**src/rtl/vga_layer_mixer.sv**
```systemverilog
// -----------------------------------------------------------------------------
// vga_layer_mixer
//
// N-layer pixel compositor for the VGA pipeline. It places NUM_LAYERS overlay
// layers over a background colour using fixed priority, where the highest layer
// index wins. During blanking the output pixel is forced to black. Every timing
// and sync signal is delayed by the same PIPE_DEPTH cycles so that the outputs
// stay aligned. Layer enables only take effect on the rising edge of vsync, so
// a frame never shows a mask change part way through. A frame counter counts
// vsync rising edges.
//
// Optional feature (compile-time macro):
//   VGA_MIX_COLOR_KEY_EN - when defined, a layer pixel equal to KEY_COLOR is
//                          treated as transparent. Such a pixel falls through
//                          to the next lower layer, or to the background.
//
// Ports:
//   pclk, rst_n        pixel clock, asynchronous active-low reset
//   hcount/vcount_in   beam position (CNT_W bits)
//   hsync/vsync_in     sync inputs
//   hblnk/vblnk_in     blanking inputs
//   bg_rgb_in          background pixel
//   layer_rgb_in       layer k colour at [k*RGB_W +: RGB_W]
//   layer_valid_in     layer k covers the current pixel
//   layer_en           requested enable mask, sampled at each vsync rise
//   *_out              inputs delayed by PIPE_DEPTH cycles
//   rgb_out            composited pixel, PIPE_DEPTH cycles after its inputs
//   frame_cnt          vsync_in rising edges since reset (wraps)
// -----------------------------------------------------------------------------
module vga_layer_mixer #(
  parameter int                    NUM_LAYERS  = 4,
  parameter int                    RGB_W       = 12,
  parameter int                    CNT_W       = 11,
  parameter int                    PIPE_DEPTH  = 2,
  parameter int                    FRAME_CNT_W = 16,
  parameter logic [RGB_W-1:0]      KEY_COLOR   = 12'h0F0
) (
  input  logic                        pclk,
  input  logic                        rst_n,
  input  logic [CNT_W-1:0]            hcount_in,
  input  logic [CNT_W-1:0]            vcount_in,
  input  logic                        hsync_in,
  input  logic                        vsync_in,
  input  logic                        hblnk_in,
  input  logic                        vblnk_in,
  input  logic [RGB_W-1:0]            bg_rgb_in,
  input  logic [NUM_LAYERS*RGB_W-1:0] layer_rgb_in,
  input  logic [NUM_LAYERS-1:0]       layer_valid_in,
  input  logic [NUM_LAYERS-1:0]       layer_en,
  output logic [CNT_W-1:0]            hcount_out,
  output logic [CNT_W-1:0]            vcount_out,
  output logic                        hsync_out,
  output logic                        vsync_out,
  output logic                        hblnk_out,
  output logic                        vblnk_out,
  output logic [RGB_W-1:0]            rgb_out,
  output logic [FRAME_CNT_W-1:0]      frame_cnt
);

`ifdef VGA_MIX_COLOR_KEY_EN
  localparam bit KEY_EN = 1'b1;
`else
  localparam bit KEY_EN = 1'b0;
`endif

  // One pipeline word: {hcount, vcount, hsync, vsync, hblnk, vblnk, rgb}
  localparam int SW = 2*CNT_W + 4 + RGB_W;

  logic [NUM_LAYERS-1:0] en_active;   // mask in force for the current frame
  logic                  vsync_prev;
  logic                  vsync_edge;
  logic [RGB_W-1:0]      mix_rgb;
  logic [SW-1:0]         pipe [PIPE_DEPTH];

  assign vsync_edge = vsync_in & ~vsync_prev;

  // Priority mux. Layers are scanned from lowest to highest, so a later (higher)
  // hit overrides an earlier one. When KEY_EN is 0 the key term folds away.
  always_comb begin
    mix_rgb = bg_rgb_in;
    for (int k = 0; k < NUM_LAYERS; k++) begin
      if (layer_valid_in[k] && en_active[k] &&
          (!KEY_EN || (layer_rgb_in[k*RGB_W +: RGB_W] != KEY_COLOR)))
        mix_rgb = layer_rgb_in[k*RGB_W +: RGB_W];
    end
    if (hblnk_in || vblnk_in)
      mix_rgb = '0;
  end

  // pipe[0] holds stage 1. Each later entry is a plain delay of the one before.
  // en_active updates on the edge cycle itself. The pixel sampled in that same
  // cycle therefore still sees the old mask.
  always_ff @(posedge pclk or negedge rst_n) begin
    if (!rst_n) begin
      for (int i = 0; i < PIPE_DEPTH; i++)
        pipe[i] <= '0;
      en_active  <= '1;
      vsync_prev <= 1'b1;   // vsync held high through reset is not an edge
      frame_cnt  <= '0;
    end else begin
      pipe[0] <= {hcount_in, vcount_in, hsync_in, vsync_in, hblnk_in, vblnk_in, mix_rgb};
      for (int i = 1; i < PIPE_DEPTH; i++)
        pipe[i] <= pipe[i-1];
      vsync_prev <= vsync_in;
      if (vsync_edge) begin
        en_active <= layer_en;
        frame_cnt <= frame_cnt + 1'b1;
      end
    end
  end

  assign {hcount_out, vcount_out, hsync_out, vsync_out, hblnk_out, vblnk_out, rgb_out} =
    pipe[PIPE_DEPTH-1];

endmodule
```
**config.mk**
```make
export PLATFORM = sky130hd
export DESIGN_NAME = vga_layer_mixer
export DESIGN_NICKNAME = d
export VERILOG_FILES = /design/src/rtl/vga_layer_mixer.sv
export SDC_FILE = /design/constraint.sdc
export NUM_CORES = 1
export LEC_CHECK = 0
export ABC_AREA = 1
export BUFFER_PORTS_ARGS = -buffer_cell sky130_fd_sc_hd__buf_2
export CAP_MARGIN = 20
export CELL_PAD_IN_SITES_DETAIL_PLACEMENT = 0
export CELL_PAD_IN_SITES_GLOBAL_PLACEMENT = 1
export CORE_MARGIN = 3
export CORE_UTILIZATION = 33
export CTS_CLUSTER_SIZE = 20
export DETAILED_ROUTE_END_ITERATION = 8
export MAX_ROUTING_LAYER = met4
export PLACE_DENSITY_LB_ADDON = 0.1
export SYNTH_ARGS = -nofsm -noshare
export SYNTH_HDL_FRONTEND = slang
export SYNTH_SLANG_ARGS = --single-unit
```
**constraint.sdc**
```tcl
create_clock -name pclk -period 1.3 [get_ports pclk]
set_clock_uncertainty 0.2 [all_clocks]
set_input_delay 0 -clock pclk [delete_from_list [all_inputs] [get_ports pclk]]
set_output_delay 0 -clock pclk [all_outputs]
set_load 0.1 [all_outputs]
```
==> flow_metrics.tcl <==
set metrics [dict create \
    initial_core_util 0.345 \
    core_sq_mm 0.0111 \
    port_buffers 149 \
    synthCells 359 \
    tritoncts "built" \
    fin_nets 716 \
    start_kind "register" \
    fin_crit_sh 1.14 \
    reg2reg_depth 4 \
    antenna_left 0 \
    cts.clk_slew.worst_paths_ps 70 \
    drt-initial-drc-count 210 \
    globalplace.congestion 0.794 \
    nFillCells 857 \
    avgSynthCellArea_sq_um 10.6 \
    wirelength_mm 10.4 \
    path_delay_family "flip-flops" \
    slew_violations 0 \
    outcome "finished with violations" \
    synth_top_area_frac 0.603 \
    synth_cell_types 26 \
    row_count 38 \
    clk_latency_ps 340 \
    grt.total_usage 0.171 \
    worstSetupStartpoint "en_active[1]" \
    synth_edf_count 0 \
    syn_area_sq_mm 0.00382 \
    drc 0 \
    ios 150 \
    cts.sinks 97 \
    setup_viol_count_final 38 \
    yosysSeqAreaShare 0.637 \
    cp_cell_sequence "nand2_2, buf_12, o211ai_1, a21oi_1" \
    tns_ps -3370 \
    crit_buf_inv 1 \
    cap_viol_max_count 0 \
    routedWlPerCell_um 13.6 \
    antenna_cells 0 \
    register_area_sq_mm 0.00248 \
    antenna_found_initial 0 \
    required_ps 1310 \
    area_delta_synth_final_pct 81.5 \
    worst_slack_ps -182 \
    fp.dieW_um 114 \
    netlist_top_cells_count "92 x dfrtp_1, 73 x nand2_1, 41 x nand3_1" \
    p_leak_nw 3.35 \
    firstDrtPassIters 4 \
    multi_input_area_sq_mm 0.00122 \
    grt_pass1_wl_mm 16.8 \
    hp-class "input port to asynchronous set/reset pin" \
    cts_made_buffers 9 \
    ys_warn_count 0 \
    cp_slowest_cell "dfstp_2" \
    r2r_slack_ps -180 \
    worstMarginPinSlew_ps 344 \
    yosysMostFrequentCell "dfrtp_1" \
    hpwl_mm 6.91 \
    ys_seq_elements 97 \
    violations "negative hold slack, negative setup slack" \
    critical_path.max_stage_delay_ps 540 \
    fin_total_pwr_mw 9.42 \
    cp.arrival_ps 1490 \
    synth_fp_nets 456 \
    post-synth-top-area-cell "dfrtp_1" \
    slew_headroom 0.769 \
    rsz0062_at_grt "true" \
    timing.rr.start "en_active[1]" \
    grt_overflow 0 \
    die_h_um 114 \
    path_depth 4 \
    endpoint_kind "register" \
    root_buffer "clkbuf_16" \
    period_needed_ps 1480 \
    synthArstFlopShare 1.00 \
    vias 3303 \
    synth.area.top_cells "dfrtp_1 60%, nand2_1 7.2%, buf_4 6.7%" \
    dieArea_sq_mm 0.0129 \
    htreeDepth 3 \
    layout-drive-gt1-share 0.466 \
    crit_type "register to register" \
    routed_via_density 4.32 \
    synth-main-ff-cell "dfrtp_1" \
    power_density_mw_per_mm2 1360 \
    holdWs_ps -132 \
    cts_buffer_depth 2 \
    grt_start_max_net_pins 39 \
    fmax_ghz 0.675 \
    first_global_vias 3483 \
    crit_fanout 24 \
    hold_violations 18 \
    vdd_drop_max_mv 1.20 \
]
## cell type report
class | instances | area share
Sequential cell | 97 | 0.358
Multi-Input combinational cell | 187 | 0.176
Clock buffer | 10 | 0.0345
Tap cell | 140 | 0.0253
Clock inverter | 6 | 0.00848
Inverter | 30 | 0.0173
Timing Repair Buffer | 294 | 0.380
## per-stage QoR
step / area, sq um / hold WS [ps] / cells / setup WS [ps] / util
after global routing: 6930 / -113 / 764 / -236 / 0.626
after floorplan: 3910 / -496 / 359 / -322 / -
after CTS: 6650 / -143 / 757 / -143 / 0.601
after global placement: 5200 / -317 / 640 / -173 / 0.469
final: 6930 / -132 / 764 / -182 / 0.626
after detailed placement: 5200 / -311 / 640 / -189 / 0.469
## worst register-to-register path, stage by stage (launching register included)
cell	delay [ps]
dfstp_2	540
nand2_2	60
buf_12	160
o211ai_1	280
a21oi_1	110
## metal layers
metal | track usage | share of wire
met1 | 0.221 | 0.45
met2 | 0.257 | 0.46
met3 | 0.0377 | 0.063
met4 | 0.0761 | 0.028
met5 | - | 0
## where the power goes
| group | leakage, nW | internal [mW] | switching [mW] | total (mW) |
|---|---|---|---|---|
| clock | 0.145 | 1.40 | 1.20 | 2.60 |
| combinational | 2.04 | 1.37 | 1.90 | 3.26 |
| sequential | 1.16 | 3.32 | 0.240 | 3.56 |
| total | 3.35 | 6.08 | 3.34 | 9.42 |
## placed cells by master, fill, tap and decap left out, types with 19 or more instances in the layout
| cell type | count |
|---|---|
| buf_12 | 28 |
| nand3_1 | 22 |
| dfrtp_1 | 77 |
| dlygate4sd3_1 | 93 |
| inv_1 | 25 |
| buf_4 | 40 |
| nand2_1 | 62 |
| clkbuf_4 | 19 |
| buf_2 | 94 |
| buf_6 | 19 |
## path summary, 6_finish.rpt
check,to
setup / recovery,pipe[47]
hold / removal,hcount_out[6]
setup reg to reg,pipe[47]
hold reg to reg,vblnk_out
max in group asynchronous,en_active[3]
min in group pclk,frame_cnt[13]
## kinds of logic (layout without fill, tap and decap cells)
group | count (synthesis) | in the layout | synth area share
DFF | 97 | 97 | 0.637
buffers and inverters | 75 | 340 | 0.111
adders and majority gates | 1 | 1 | 0.00328
xor gates and xnor gates | 9 | 9 | 0.0206
AOI/OAI and AO/OA | 38 | 38 | 0.0577
and+or+nand+nor | 139 | 139 | 0.170
## sequential cells by signal, indices dropped and copies added (netlist names)
name	flops
hblnk_out	1
vsync_out	1
rgb_out	12
vsync_prev	1
vblnk_out	1
vcount_out	11
frame_cnt	16
en_active	4
pipe	38
hcount_out	11
hsync_out	1
## timing repair
item,in CTS,in global routing
cloned,0,0
pin swaps,17,25
endpoints found under the setup margin,57,63
hold endpoints to repair,146,19
resized for setup,48,59
hold buffers,93,1
buffers inserted,8,9
Power figures use the tool's default switching activity.
